$ cat config.mk
export PLATFORM = sky130hd
export DESIGN_NAME = gemm_issue_ctrl
export DESIGN_NICKNAME = d
export VERILOG_FILES = /design/src/rtl/gemm_issue_ctrl.sv
export SDC_FILE = /design/constraint.sdc
export NUM_CORES = 1
export LEC_CHECK = 0
export ABC_AREA = 1
export CAP_MARGIN = 5
export CORE_ASPECT_RATIO = 0.75
export CORE_MARGIN = 2
export CORE_UTILIZATION = 49
export DETAILED_ROUTE_END_ITERATION = 16
export DONT_BUFFER_PORTS = 1
export PLACE_DENSITY = 0.66
export SYNTH_ARGS = -nofsm -noshare
export SYNTH_HDL_FRONTEND = slang
export SYNTH_SLANG_ARGS = --single-unit
$ cat constraint.sdc
create_clock -name clk -period 4.33 [get_ports clk]
set_input_delay 0.433 -clock clk [delete_from_list [all_inputs] [get_ports clk]]
set_output_delay 0.433 -clock clk [all_outputs]
set_load 0.05 [all_outputs]
$ cat src/rtl/gemm_issue_ctrl.sv
// rtl/gemm_issue_ctrl.sv - decode-stage GEMM command queue, dispatcher and in-flight tracker
module gemm_issue_ctrl #(
    parameter int XLEN         = 32,
    parameter int DEPTH        = 4,
    parameter int MAX_INFLIGHT = 2
) (
    input  logic                              clk,
    input  logic                              rst,
    input  logic [31:0]                       instruction,
    input  logic                              instr_valid,
    input  logic                              stall,
    input  logic                              flush,
    input  logic [XLEN-1:0]                   rs1_data,
    input  logic [XLEN-1:0]                   rs2_data,
    input  logic                              gemm_ready,
    input  logic                              gemm_done,
    output logic                              gemm_valid,
    output logic [6:0]                        gemm_op,
    output logic [XLEN-1:0]                   gemm_a,
    output logic [XLEN-1:0]                   gemm_b,
    output logic                              gemm_stall,
    output logic                              gemm_busy,
    output logic [$clog2(MAX_INFLIGHT+1)-1:0] inflight,
    output logic                              is_GemmInstr_ppl,
    output logic                              gemm_err
);
    localparam int AW = $clog2(DEPTH);
    localparam int CW = $clog2(DEPTH + 1);
    localparam int IW = $clog2(MAX_INFLIGHT + 1);
    localparam int PW = 7 + 2 * XLEN;

    logic [PW-1:0] mem_q [DEPTH];
    logic [AW-1:0] wr_ptr_q, wr_ptr_d, rd_ptr_q, rd_ptr_d;
    logic [CW-1:0] count_q, count_d;
    logic [IW-1:0] inflight_q, inflight_d;
    logic          ppl_q, ppl_d, err_q, err_d;

    logic is_gemm, is_issue, is_fence, is_illegal;
    logic fifo_empty, fifo_full, accept, push, pop, done_ok;

    always_comb begin
        is_gemm    = instr_valid && (instruction[6:0] == 7'b0001011);
        is_issue   = is_gemm && (instruction[14:12] == 3'b000);
        is_fence   = is_gemm && (instruction[14:12] == 3'b001);
        is_illegal = is_gemm && !is_issue && !is_fence;

        fifo_empty = (count_q == '0);
        fifo_full  = (count_q == CW'(DEPTH));
        gemm_busy  = !fifo_empty || (inflight_q != '0);
        gemm_stall = (is_issue && fifo_full) || (is_fence && gemm_busy);

        accept     = is_gemm && !stall && !flush && !gemm_stall;
        push       = accept && is_issue;
        // gemm_valid depends only on registered state, never on gemm_ready
        gemm_valid = !fifo_empty && (inflight_q < IW'(MAX_INFLIGHT));
        pop        = gemm_valid && gemm_ready;
        done_ok    = gemm_done && (inflight_q != '0);

        wr_ptr_d = push ? wr_ptr_q + 1'b1 : wr_ptr_q;
        rd_ptr_d = pop  ? rd_ptr_q + 1'b1 : rd_ptr_q;

        count_d = count_q;
        if (push && !pop) count_d = count_q + 1'b1;
        else if (pop && !push) count_d = count_q - 1'b1;

        inflight_d = inflight_q;
        if (pop && !done_ok) inflight_d = inflight_q + 1'b1;
        else if (done_ok && !pop) inflight_d = inflight_q - 1'b1;

        ppl_d = flush ? 1'b0 : (stall ? ppl_q : accept);

        err_d = err_q
              || (is_illegal && !stall && !flush)
              || (gemm_done && (inflight_q == '0));
    end

    always_ff @(posedge clk or posedge rst) begin
        if (rst) begin
            wr_ptr_q   <= '0;
            rd_ptr_q   <= '0;
            count_q    <= '0;
            inflight_q <= '0;
            ppl_q      <= 1'b0;
            err_q      <= 1'b0;
        end else begin
            wr_ptr_q   <= wr_ptr_d;
            rd_ptr_q   <= rd_ptr_d;
            count_q    <= count_d;
            inflight_q <= inflight_d;
            ppl_q      <= ppl_d;
            err_q      <= err_d;
        end
    end

    // Payload storage needs no reset; occupancy tracking guards every read
    always_ff @(posedge clk) begin
        if (push) mem_q[wr_ptr_q] <= {instruction[31:25], rs1_data, rs2_data};
    end

    assign {gemm_op, gemm_a, gemm_b} = mem_q[rd_ptr_q];
    assign inflight         = inflight_q;
    assign is_GemmInstr_ppl = ppl_q;
    assign gemm_err         = err_q;
endmodule

Yosys cells after proc, flatten, opt, wreduce, memory -nomap -nowiden

Memory sizes are Yosys's and may differ from the RTL's.
Cells that the tools add are included.

Register bits: 11
Bits in latches: 0
Bits in writable memories: 284
Memory bits (read-only): 0
Input bits: 103
Output and inout port bits: 78
Word-level logic and storage cells: 66
Memories: 1

Memory list:

| memory | words | bits a word | read ports | clocked after memory_dff | wr ports | RTL line | RTL |
|---|---|---|---|---|---|---|---|
| mem_q  | 4     | 71          | 1          | 0                        | 1        | 32       | `logic [PW-1:0] mem_q [DEPTH];` |

$add $sub $neg: 6
Multiply operators: 0
Divide/modulo/power cells: 0
Magnitude comparators: 1
Equality and inequality tests: 4
Shift-type cells: 0
Muxes and demuxes: 8
Bitwise gates (word level): 0
Reduce and logical (&&, ||, !) cells: 40

Operators by type and width:

| cell                                                                     | count |
|---|---|
| 1-bit logical AND                                                        | 21 |
| 1-bit zero test                                                          | 9 |
| 7-bit by 4-bit == test with 1-bit output (second input constant)         | 1 |
| 2-bit by 1-bit adder with 2-bit output (second input constant)           | 3 |
| 3-bit zero test                                                          | 2 |
| 3-bit two-way mux                                                        | 2 |
| 2-bit nonzero test                                                       | 3 |
| 1-bit logical OR                                                         | 4 |
| 1-bit two-way mux                                                        | 4 |
| 2-bit two-way mux                                                        | 2 |
| 3-bit by 1-bit adder with 3-bit output (second input constant)           | 1 |
| 3-bit by 1-bit == test with 1-bit output (second input constant)         | 1 |
| 3-bit == test (second input constant)                                    | 1 |
| 3-bit by 1-bit subtractor with 3-bit output (second input constant)      | 1 |
| 2-bit zero test                                                          | 1 |
| 2-bit less-than comparator (second input constant)                       | 1 |
| 2-bit by 1-bit inequality test with 1-bit output (second input constant) | 1 |
| 2-bit by 1-bit subtractor with 2-bit output (second input constant)      | 1 |

Longest topological paths before layout

Gate-level depths: netlist of the first run.

Word-level depth: 12
Depth in mapped cells: 13
Depth with buffers taken out: 13

Worst setup path after synthesis of the first run

OpenSTA, ideal clock, no wires.

Path type: register -> register
Start: register inflight_q[1], in the netlist inflight[1]
End: memory mem_q[0][0] (netlist name) (enable)
Library setup time: 501 ps
Data arrival time: 4113 ps
Required time: 3829 ps
Slack: -284 ps
Cell stages (with the launch flop): 6
Buffers on the path: 0
Period minus slack after synthesis: 4614 ps
Path through: dfrtp_1 nor2_2 nand3_2 nand2_2 nand3_4 nor2_1

Cells in the longest elaborated chain, start to end: 9

Ends and longest elaborated chain:

| what                                    | RTL line | RTL |
|---|---|---|
| start, declared                         | 35       | `logic [IW-1:0] inflight_q, inflight_d;` |
| start signal, assigned                  | 89       | `inflight_q <= inflight_d;` |
| 2-bit nonzero test                      | 49       | `gemm_busy = !fifo_empty \|\| (inflight_q != '0);` |
| 1-bit logical OR                        | 49       |  |
| 1-bit logical AND                       | 50       | `gemm_stall = (is_issue && fifo_full) \|\| (is_fence && gemm_busy);` |
| 1-bit logical OR                        | 50       |  |
| 1-bit zero test                         | 52       | `accept = is_gemm && !stall && !flush && !gemm_stall;` |
| 1-bit logical AND                       | 52       |  |
| 1-bit logical AND                       | 53       | `push = accept && is_issue;` |
| 1-bit two-way mux                       | 97       | `if (push) mem_q[wr_ptr_q] <= {instruction[31:25], rs1_data, rs2_data};` |
| 1-bit two-way mux (implied by the code) | 97       |  |
| end, declared                           | 32       |  |

No other way between the ends.

Worst setup path after layout of the first run

Start: register rd_ptr_q[0]
End: output port gemm_a[26]

Cells in the longest elaborated chain, start to end: 1

Ends and longest elaborated chain:

| what                   | RTL line | RTL |
|---|---|---|
| start, declared        | 33       | `logic [AW-1:0] wr_ptr_q, wr_ptr_d, rd_ptr_q, rd_ptr_d;` |
| start signal, assigned | 87       | `rd_ptr_q <= rd_ptr_d;` |
| memory 4 x 71 bit      | -        |  |
| end, declared          | 19       | `output logic [XLEN-1:0] gemm_a,` |

No other way between the ends.

==> impl_metrics.toml, run 1 <==
[floorplanning]
die_area_um2 = 24110
io_pins = 181
core_area_um2 = 22290
initial_core_util_pct = 50.29
die_h_um = 135.0
rows = 47
die_w_um = 178.6

[synthesis]
syn_avg_cell_area_um2 = 14.44
synth_area_leader_cell = "edfxtp_1"
synth_ff_type = "edfxtp_1"
syn_nets = 886
ys_ff_latch = 295
syn_area_um2 = 11210
synth_edf_count = 284
yosysSeqAreaShare_pct = 78.54
syn_inst = 776
async_flop_share_pct = 3.729
synth_top_cells_by_area = "edfxtp_1, o21ai_0, nor2_1"
yosysUniqueCellTypes = 29
yosys_warnings = 0
synth_top_area_share_pct = 76.09

[cts]
cts_sinks = 295
ctsRootBufferMaster = "clkbuf_16"
h-tree-depth = 1
clk_pin_slew_ns = 0.06
cts_setup_buffers = 0
cts_tree = "done"
clk_latency_ns = 0.52
cts_buffer_depth = 3
numCtsBuffers = 27

[global_routing]
grt_first_pass_wirelength_um = 35440
overflow = 0
antenna_found_initial = 3
grt_max_degree = 100
grt_pass1_vias = 6815
grt_use_total_pct = 18.98

[timing]
rsz0062_at_grt = "no"
clock.fmax_mhz = 279.0
drv_slew = 0
slew_headroom_pct = 34.04
period_needed_ns = 3.584
clock_skew_ns = 0.01154
setup_violations = 0
hold_violations = 0
worst_pin_slew_ns = 0.9894
setup_tns_ns = 0
final.period_utilization_pct = 82.76

[detailed_routing]
remaining_drc_errors = 0
dr.first_iter.drc_count = 479
post_drt_via_cell_ratio = 5.487
num_vias = 6755
drtPass1Iterations = 5
wirelength_um = 23360
ant_nets = 0
wl_per_cell_um = 18.97

[cells_and_area]
area_growth_pct = 20.65
drive_gt1_share_pct = 14.78
fin_util_pct = 60.67
fillerInstances = 1648
nets = 1025

[setup_path]
criticalPathCategory = "reg2out"
critPathArrivalTime_ns = 3.15
cp-end-kind = "output pin"
worstSetupStartpointType = "flop"
worstPathMaxFanout = 99
cp.required_ns = 3.90

[placement]
gp_congestion = 0.7162
dpl.hpwl_um = 12900
portBuffers = 0

[outcome]
status = "completed"

[worst_hold_path]
hp-class = "in2reg"

[power_and_ir_drop]
vdd_ir_drop_max_uv = 603.8
p_leak_nw = 4.536
p_per_area_nw_per_um2 = 708.1

[job]
drv_cap = 0
==> cell families (layout without fill, tap and decap cells) <==
| kind of cell | Yosys count | in the layout | synth area share (%) |
|---|---|---|---|
| buffers and inverters | 67 | 225 | 2.802 |
| and+or+nand+nor | 180 | 180 | 6.620 |
| DFF | 295 | 295 | 78.54 |
| other | 0 | 3 | 0 |
| xor gates and xnor gates | 6 | 6 | 0.4689 |
| AOI/OAI and AO/OA | 220 | 220 | 10.62 |
| adders and majority gates | 7 | 7 | 0.8484 |
| muxes | 1 | 1 | 0.1005 |
==> layout make-up <==
class / instances / area [µm²] / share of cell area (%)
diodes: 3 / 7.507 / 0.05551
multi-input cells: 414 / 2121 / 15.68
clock inverters: 15 / 86.33 / 0.6384
inverters: 21 / 82.58 / 0.6107
clock buffers: 33 / 698.2 / 5.163
flip-flops and latches: 295 / 8808 / 65.14
repair buffers: 156 / 1351 / 9.993
well taps: 294 / 367.9 / 2.720
==> where the power goes <==
group | switching [mW] | total, mW | leakage (nW) | internal [mW]
registers | 0.180 | 3.34 | 2.68 | 3.16
logic | 2.99 | 4.11 | 1.48 | 1.12
clock network | 0.927 | 2.12 | 0.383 | 1.19
total | 4.10 | 9.58 | 4.54 | 5.48
==> cells in the mapped netlist, types with 4 or more instances <==
cell type	number
a21oi_1	4
clkbuf_1	25
nand2_1	14
o22ai_1	71
edfxtp_1	284
o21ai_1	8
nand2_2	5
nor2_1	150
inv_1	17
ha_1	6
o21ai_0	137
dfrtp_1	11
buf_4	8
buf_2	11
==> sequential cells by signal, summed over array words and instances (netlist names) <==
register and cells:
rd_ptr_q 2, gemm_err 1, count_q 3, mem_q 284, inflight 2, wr_ptr_q 2
is_GemmInstr_ppl 1
==> what timing repair did <==
| action | 4_1_cts | 5_1_grt |
|---|---|---|
| endpoints found under the hold margin | 295 | 0 |
| resized for setup | 0 | 0 |
| hold buffers | 72 | 0 |
==> per-layer routing <==
layer / track usage (%) / wire (µm)
met3: 4.730 / 1522
met5: 0 / 0
met4: 4.697 / 404
met1: 23.48 / 9689
met2: 33.59 / 11740
==> critical path, stage by stage, from the launching register on <==
cell and delay [ns]:
dfrtp_4 0.74, inv_4 0.84, buf_4 0.42, o21ai_0 0.12, o22ai_1 0.22, buf_4 0.24
==> stage by stage <==
step | cells | worst slack (ns) | cell area [µm²] | power [mW] | hold slack (ns)
after global routing | 1231 | 0.5143 | 13520 | 9.987 | 0.04628
after CTS | 1228 | 0.6782 | 13520 | 9.660 | 0.03698
after global placement | 1108 | 1.314 | 12010 | 7.376 | 0.3420
after detailed placement | 1108 | 1.233 | 12010 | 7.474 | 0.3553
after floorplan | 776 | -0.2838 | 11210 | 6.341 | 0.2854
final | 1231 | 0.7464 | 13520 | 9.575 | 0.05200
==> final timing paths <==
| path | from | end | slack (ns) | cells past startpoint |
|---|---|---|---|---|
| max in group asynchronous | rst | rd_ptr_q[0]$_DFFE_PP0P_ | 3.58 | 2 |
| max | rd_ptr_q[0]$_DFFE_PP0P_ | gemm_a[26] | 0.75 | 5 |
| max reg2reg | inflight[1]$_DFFE_PP0P_ | count_q[2]$_DFFE_PP0P_ | 1.75 | 11 |
| min reg2reg | wr_ptr_q[1]$_DFFE_PP0P_ | wr_ptr_q[1]$_DFFE_PP0P_ | 0.56 | 2 |
| min | gemm_done | gemm_err$_DFF_PP0_ | 0.05 | 2 |
| min in group asynchronous | rst | gemm_err$_DFF_PP0_ | 0.39 | 2 |
==> cells in the final DEF (no fill, tap or decap), drive strengths merged <==
cell,instances
a21oi,4
buf,84
bufinv,1
clkbuf,33
clkinv,15
dfrtp,11
diode,3
dlygate4sd3,72
edfxtp,284
fa,1
ha,6
inv,20
mux2,1
nand2,19
nand3,2
nand3b,1
nand4,1
nor2,155
o21ai,145
o22ai,71
or2,2
xnor2,3
xor2,3
(Power assumes the default switching activity.)
==> run 2: changes to the inputs <==
--- a/config.mk
+++ b/config.mk
@@ -12,7 +12,6 @@
 export CORE_UTILIZATION = 49
 export DETAILED_ROUTE_END_ITERATION = 16
 export DONT_BUFFER_PORTS = 1
-export PLACE_DENSITY = 0.66
 export SYNTH_ARGS = -nofsm -noshare
 export SYNTH_HDL_FRONTEND = slang
 export SYNTH_SLANG_ARGS = --single-unit
==> constraint.sdc (replaced) <==
create_clock -name clk -period 3.7 [get_ports clk]
set_input_delay 0.37 -clock clk [delete_from_list [all_inputs] [get_ports clk]]
set_output_delay 0.37 -clock clk [all_outputs]
set_load 0.05 [all_outputs]
==> run 2 against run 1 <==
  * Via count up 0.64%
  * Worst hold slack improved by 0.0080 ns
  * Sequential cell count did not move
  * Clock skew increased by 0.0048 ns
  * Clock-buffer cell count rose by 9
  * Total power is 22% higher
  * Largest power group unchanged
  * Global-route usage rose by 0.16 points
  * Sequential share of layout area is 1.1 points lower
==> impl_metrics.toml, run 2 (synthesis gave the netlist of run 1 again) <==
[power_and_ir_drop]
p_per_area_nw_per_um2 = 848.7
vdd_ir_drop_max_uv = 551.7
fin_total_pwr_mw = 11.67
p_leak_nw = 4.635

[floorplanning]
die_area_um2 = 24110
die_w_um = 178.6
initial_core_util_pct = 50.29
die_h_um = 135.0
io_pins = 181
rows = 47
core_area_um2 = 22290

[timing]
hold_violations = 0
clock.fmax_mhz = 345.6
rsz0062_at_grt = "no"
setup_violations = 0
final.period_utilization_pct = 78.19
worst_pin_slew_ns = 1.060
drv_slew = 0
slew_headroom_pct = 29.25
period_needed_ns = 2.893
clock_skew_ns = 0.01632

[setup_path]
criticalPathCategory = "reg2out"
crit_chain = "inv_2 > buf_4 > o21ai_0 > o22ai_1 > buf_4"
slowest_stage = "inv_2"
r2r-start = "inflight[1]$_DFFE_PP0P_"
r2r_cells = 11
cp.required_ns = 3.33
slowest_delay_ns = 0.75
worstPathMaxFanout = 55
cp-end-kind = "output pin"
r2r_slack_ns = 1.17
critPathArrivalTime_ns = 2.52
path_common_cell = "buf_4"
worstSetupStartpointType = "flop"
rr_endpoint = "count_q[2]$_DFFE_PP0P_"

[cts]
cts_tree = "done"
clk_pin_slew_ns = 0.06
numCtsBuffers = 29
cts_buffer_depth = 3
post_cts_resized = 0
ctsRootBufferMaster = "clkbuf_16"
clk_latency_ns = 0.54
cts_sinks = 295
hold_buffers = 75
h-tree-depth = 1
cts_setup_buffers = 0

[detailed_routing]
remaining_drc_errors = 0
wl_per_cell_um = 18.71
wirelength_um = 23220
post_drt_via_cell_ratio = 5.478
num_vias = 6798
drtPass1Iterations = 6
ant_nets = 0
dr.first_iter.drc_count = 581

[cells_and_area]
fin_util_pct = 61.69
reg_top3 = "mem_q (284), count_q (3)"
area_growth_pct = 22.67
nets = 1031
fin_cells = 1241
drive_gt1_share_pct = 15.68
largest_reg_flops = 284
fillerInstances = 1659
final_common_cell = "edfxtp_1"
layout_common_cells = "edfxtp_1, nor2_1, o21ai_0"
regMostFlops = "mem_q"

[job]
drv_cap = 0

[global_routing]
overflow = 0
grt_pass1_vias = 6851
antenna_found_initial = 3
grt_use_total_pct = 19.14
grt_max_degree = 143
grt_first_pass_wirelength_um = 35600

[placement]
dpl.cell_count = 1109
portBuffers = 0
gp_congestion = 0.7549
dpl.hpwl_um = 12650

[worst_hold_path]
hp-class = "in2reg"
hold_depth = 2
holdPathEnd = "rd_ptr_q[0]$_DFFE_PP0P_"
min_from = "gemm_ready"

[outcome]
status = "completed"
## run 2: area by class of cell
type | instances | area [µm²] | area share (%)
tap | 294 | 367.9 | 2.675
inverter | 21 | 82.58 | 0.6006
multi-input combinational | 414 | 2121 | 15.42
timing repair buffer | 160 | 1414 | 10.28
sequential | 295 | 8808 | 64.06
clock buffer | 42 | 784.5 | 5.706
clock inverter | 12 | 163.9 | 1.192
antenna | 3 | 7.507 | 0.05460
## run 2: metrics by stage
step	area (µm²)	worst slack, ns	hold slack, ns	setup TNS [ns]
after global placement	12040	1.200	0.2803	0
after global routing	13750	0.6287	0.06332	0
after detailed placement	12040	1.166	0.2911	0
after floorplan	11210	-0.9138	0.2224	-259.51
final	13750	0.8068	0.06000	0
after CTS	13740	0.7123	0.03878	0
## run 2: report_power, final
group	internal (mW)	total, mW	switching [mW]
clock	1.75	2.89	1.15
combinational	1.35	4.97	3.62
sequential	3.70	3.81	0.103
total	6.80	11.7	4.87
## run 2: worst max-delay path by stage
stage | start | to | slack [ns]
after floorplan | inflight[1]$_DFFE_PP0P_ | mem_q[0][0]$_DFFE_PP_ | -0.91
after global placement | inflight[1]$_DFFE_PP0P_ | count_q[2]$_DFFE_PP0P_ | 1.20
after detailed placement | inflight[1]$_DFFE_PP0P_ | count_q[2]$_DFFE_PP0P_ | 1.17
after CTS | rd_ptr_q[1]$_DFFE_PP0P_ | gemm_op[2] | 0.71
after global routing | rd_ptr_q[1]$_DFFE_PP0P_ | gemm_op[6] | 0.63
final | rd_ptr_q[1]$_DFFE_PP0P_ | gemm_op[2] | 0.81
## run 2: layer usage
layer | vias up | share of wire, % | GRT usage [%]
met5 | - | 0 | 0
met4 | 0 | 2.1 | 5.059
met3 | 37 | 6.7 | 4.927
met2 | 184 | 49 | 33.16
met1 | 3400 | 42 | 24.09
li1 | 3177 | - | -
## run 2: worst max-delay path, delay by kind of cell (launching register included)
kind | cells | cell delay (ns)
buf+inv | 3 | 1.31
flops | 1 | 0.41
compound gates | 2 | 0.26
==> run 3: changes to the inputs <==
--- a/config.mk
+++ b/config.mk
@@ -5,13 +5,14 @@
 export SDC_FILE = /design/constraint.sdc
 export NUM_CORES = 1
 export LEC_CHECK = 0
-export ABC_AREA = 1
+export ABC_AREA = 0
 export CAP_MARGIN = 5
 export CORE_ASPECT_RATIO = 0.75
 export CORE_MARGIN = 2
 export CORE_UTILIZATION = 49
 export DETAILED_ROUTE_END_ITERATION = 16
 export DONT_BUFFER_PORTS = 1
+export PLACE_DENSITY = 0.66
 export SYNTH_ARGS = -nofsm -noshare
 export SYNTH_HDL_FRONTEND = slang
 export SYNTH_SLANG_ARGS = --single-unit
==> constraint.sdc (replaced) <==
create_clock -name clk -period 2.6 [get_ports clk]
set_input_delay 0.26 -clock clk [delete_from_list [all_inputs] [get_ports clk]]
set_output_delay 0.26 -clock clk [all_outputs]
set_load 0.05 [all_outputs]
==> run 3 against run 2 <==
  * Cell area is 5.4% lower
  * Sequential power grew 43%
  * Total power is 15% higher
  * Die area is 2.7% lower
  * Largest power group is now sequential cells
  * Clock power increased by 22%
  * Sequential cell count unchanged
  * Global-route usage fell by 3.1 points
==> impl_metrics.toml, run 3 <==
[outcome]
status = "completed"

[synthesis]
synth_area_leader_cell = "edfxtp_1"
synthMuxAreaShare_pct = 14.91
synth_edf_count = 284
syn_area_um2 = 10900
synth_compound_area_share_pct = 0.2296
syn_avg_cell_area_um2 = 25.17
ys_ff_latch = 295
yosys_warnings = 0
synth_ff_type = "edfxtp_1"
async_flop_share_pct = 3.729
synth_xor_area_share_pct = 0.7233
yosysSeqAreaShare_pct = 80.78
synth_top_cells_by_area = "edfxtp_1, mux4_2, dfrtp_1"
yosys.area_share.simple_pct = 1.378
yosysUniqueCellTypes = 27
yosysMostFrequentCell = "edfxtp_1"
syn_nets = 543
syn_inst = 433
synth_top_area_share_pct = 78.25
synth_top_family_by_area = "multiplexers"
synthAdderAreaFrac_pct = 0.8726
synth_common_cells = "edfxtp_1, mux4_2, dfrtp_1"

[cells_and_area]
fin_util_pct = 59.33
layout_common_cells = "edfxtp_1, dlygate4sd3_1, mux4_2"
final_common_cell = "edfxtp_1"
reg_top3 = "mem_q (284), count_q (3)"
fin_cells = 854
regMostFlops = "mem_q"
diodes = 0
nets = 650
area_growth_pct = 19.41
drive_gt1_share_pct = 23.39
largest_reg_flops = 284
design_area_um2 = 13010

[timing]
clock_skew_ns = 0.009824
period_needed_ns = 2.465
layout_setup_ws_ns = 0.1348
worst_pin_slew_ns = 0.4948
drv_slew = 0
final.period_utilization_pct = 94.82
hold_slack_ns = 0.1005
hold_violations = 0
slew_headroom_pct = 67.01
setup_violations = 0
clock.fmax_mhz = 405.6
rsz0062_at_grt = "no"
setup_tns_ns = 0

[setup_path]
cp-end-kind = "output pin"
cp.required_ns = 2.34
slowest_stage = "mux4_2"
crit_chain = "buf_12 > mux4_2"
slowest_delay_ns = 0.72
worstSetupStartpointType = "flop"
r2r_cells = 9
worstPathMaxFanout = 34
crit_cells = 2
cp-startpoint = "rd_ptr_q[0]$_DFFE_PP0P_"
criticalPathCategory = "reg2out"
r2r_slack_ns = 0.42
r2r-start = "count_q[0]$_DFFE_PP0P_"
critPathCapture = "gemm_a[17]"
crit_family = "multiplexers"
path_buf_inv = 1
rr_endpoint = "count_q[2]$_DFFE_PP0P_"
critPathArrivalTime_ns = 2.21

[placement]
place_ws_ns = 0.4074
portBuffers = 0
gp_congestion = 0.7561
placed_area_um2 = 11440
dpl.cell_count = 727
dpl.hpwl_um = 10940

[global_routing]
antenna_found_initial = 0
grt_max_degree = 40
grt_first_pass_wirelength_um = 28900
grt_use_total_pct = 16.04
grt_pass1_vias = 5047
overflow = 0

[cts]
numCtsBuffers = 27
clk_latency_ns = 0.51
clk_pin_slew_ns = 0.07
cts_buffer_depth = 3
ctsRootBufferMaster = "clkbuf_16"
cts_sinks = 295
cts_tree = "done"
post_cts_resized = 0
h-tree-depth = 1
cts_setup_buffers = 0

[worst_hold_path]
hold_depth = 3
hp-class = "in2reg"

[detailed_routing]
drtPass1Iterations = 6
remaining_drc_errors = 0
wirelength_um = 18600
post_drt_via_cell_ratio = 5.493
wl_per_cell_um = 21.77
dr.first_iter.drc_count = 284
num_vias = 4691
ant_nets = 0

[job]
drv_cap = 0

[floorplanning]
core_area_um2 = 21930
io_pins = 181
die_area_um2 = 23460
die_w_um = 176.2
rows = 47
die_h_um = 133.2
initial_core_util_pct = 49.68

[power_and_ir_drop]
vdd_ir_drop_max_uv = 524.9
p_per_area_nw_per_um2 = 1034
p_leak_nw = 4.151
fin_total_pwr_mw = 13.45
[run 3: cell count changes in the layout (fill, tap and decap cells not counted), sizes merged, moves of 17 or more]
cell,change
buf,-68
mux4,+71
nand2,-17
nor2,-148
o21ai,-142
o22ai,-71
[run 3: cell type report]
type / count / area, µm²
Multi-Input combinational cell: 116 / 1982
Timing Repair Buffer: 95 / 1046
Inverter: 5 / 18.77
Tap cell: 294 / 367.9
Clock buffer: 35 / 705.7
Clock inverter: 14 / 82.58
Sequential cell: 295 / 8811
Fill cell: 1548 / 8921
[run 3: cells by family (layout without fill, tap and decap cells)]
group	Yosys count	after routing
AO/OA/AOI/OAI	5	5
adder cells (fa/ha/maj)	7	7
flip-flops	295	295
XOR/XNOR	9	9
buffers and inverters	22	149
AND/OR/NAND/NOR	22	22
multiplexers	73	73
[run 3: power breakdown]
part | total (mW) | internal (mW) | switching (mW)
Clock | 3.54 | 2.00 | 1.54
Combinational | 4.46 | 1.29 | 3.17
Sequential | 5.45 | 5.28 | 0.179
Total | 13.5 | 8.56 | 4.89
[run 3: worst reg2reg max path, delay by kind of cell, from the launching register on]
family                     cells  cell delay (ns)
and+or+nand+nor                4             0.67
adders and majority gates      2             0.59
DFF                            1             0.44
xor gates and xnor gates       2             0.35
buffers and inverters          1             0.06
[run 3: what timing repair did]
action                     in CTS  in global routing
hold buffers                   78                  0
setup endpoints to repair       0                  0
hold endpoints to repair      299                  0
[run 3: routing by layer]
layer,part of all wire (%),global-route usage [%],vias to the layer above
li1,-,-,2048
met1,41,21.29,2468
met2,48,25.82,149
met3,8.9,5.679,26
met4,1.8,3.811,0
met5,0,0,-
[run 3: how the worst min path moves through the flow]
stage,startpoint,to,slack (ns)
floorplan,rst,count_q[0]$_DFFE_PP0P_,0.11
global placement,rst,count_q[1]$_DFFE_PP0P_,0.16
detailed placement,rst,count_q[2]$_DFFE_PP0P_,0.19
CTS,gemm_done,inflight[0]$_DFFE_PP0P_,0.08
global route,gemm_done,inflight[0]$_DFFE_PP0P_,0.10
finish,gemm_done,inflight[0]$_DFFE_PP0P_,0.10
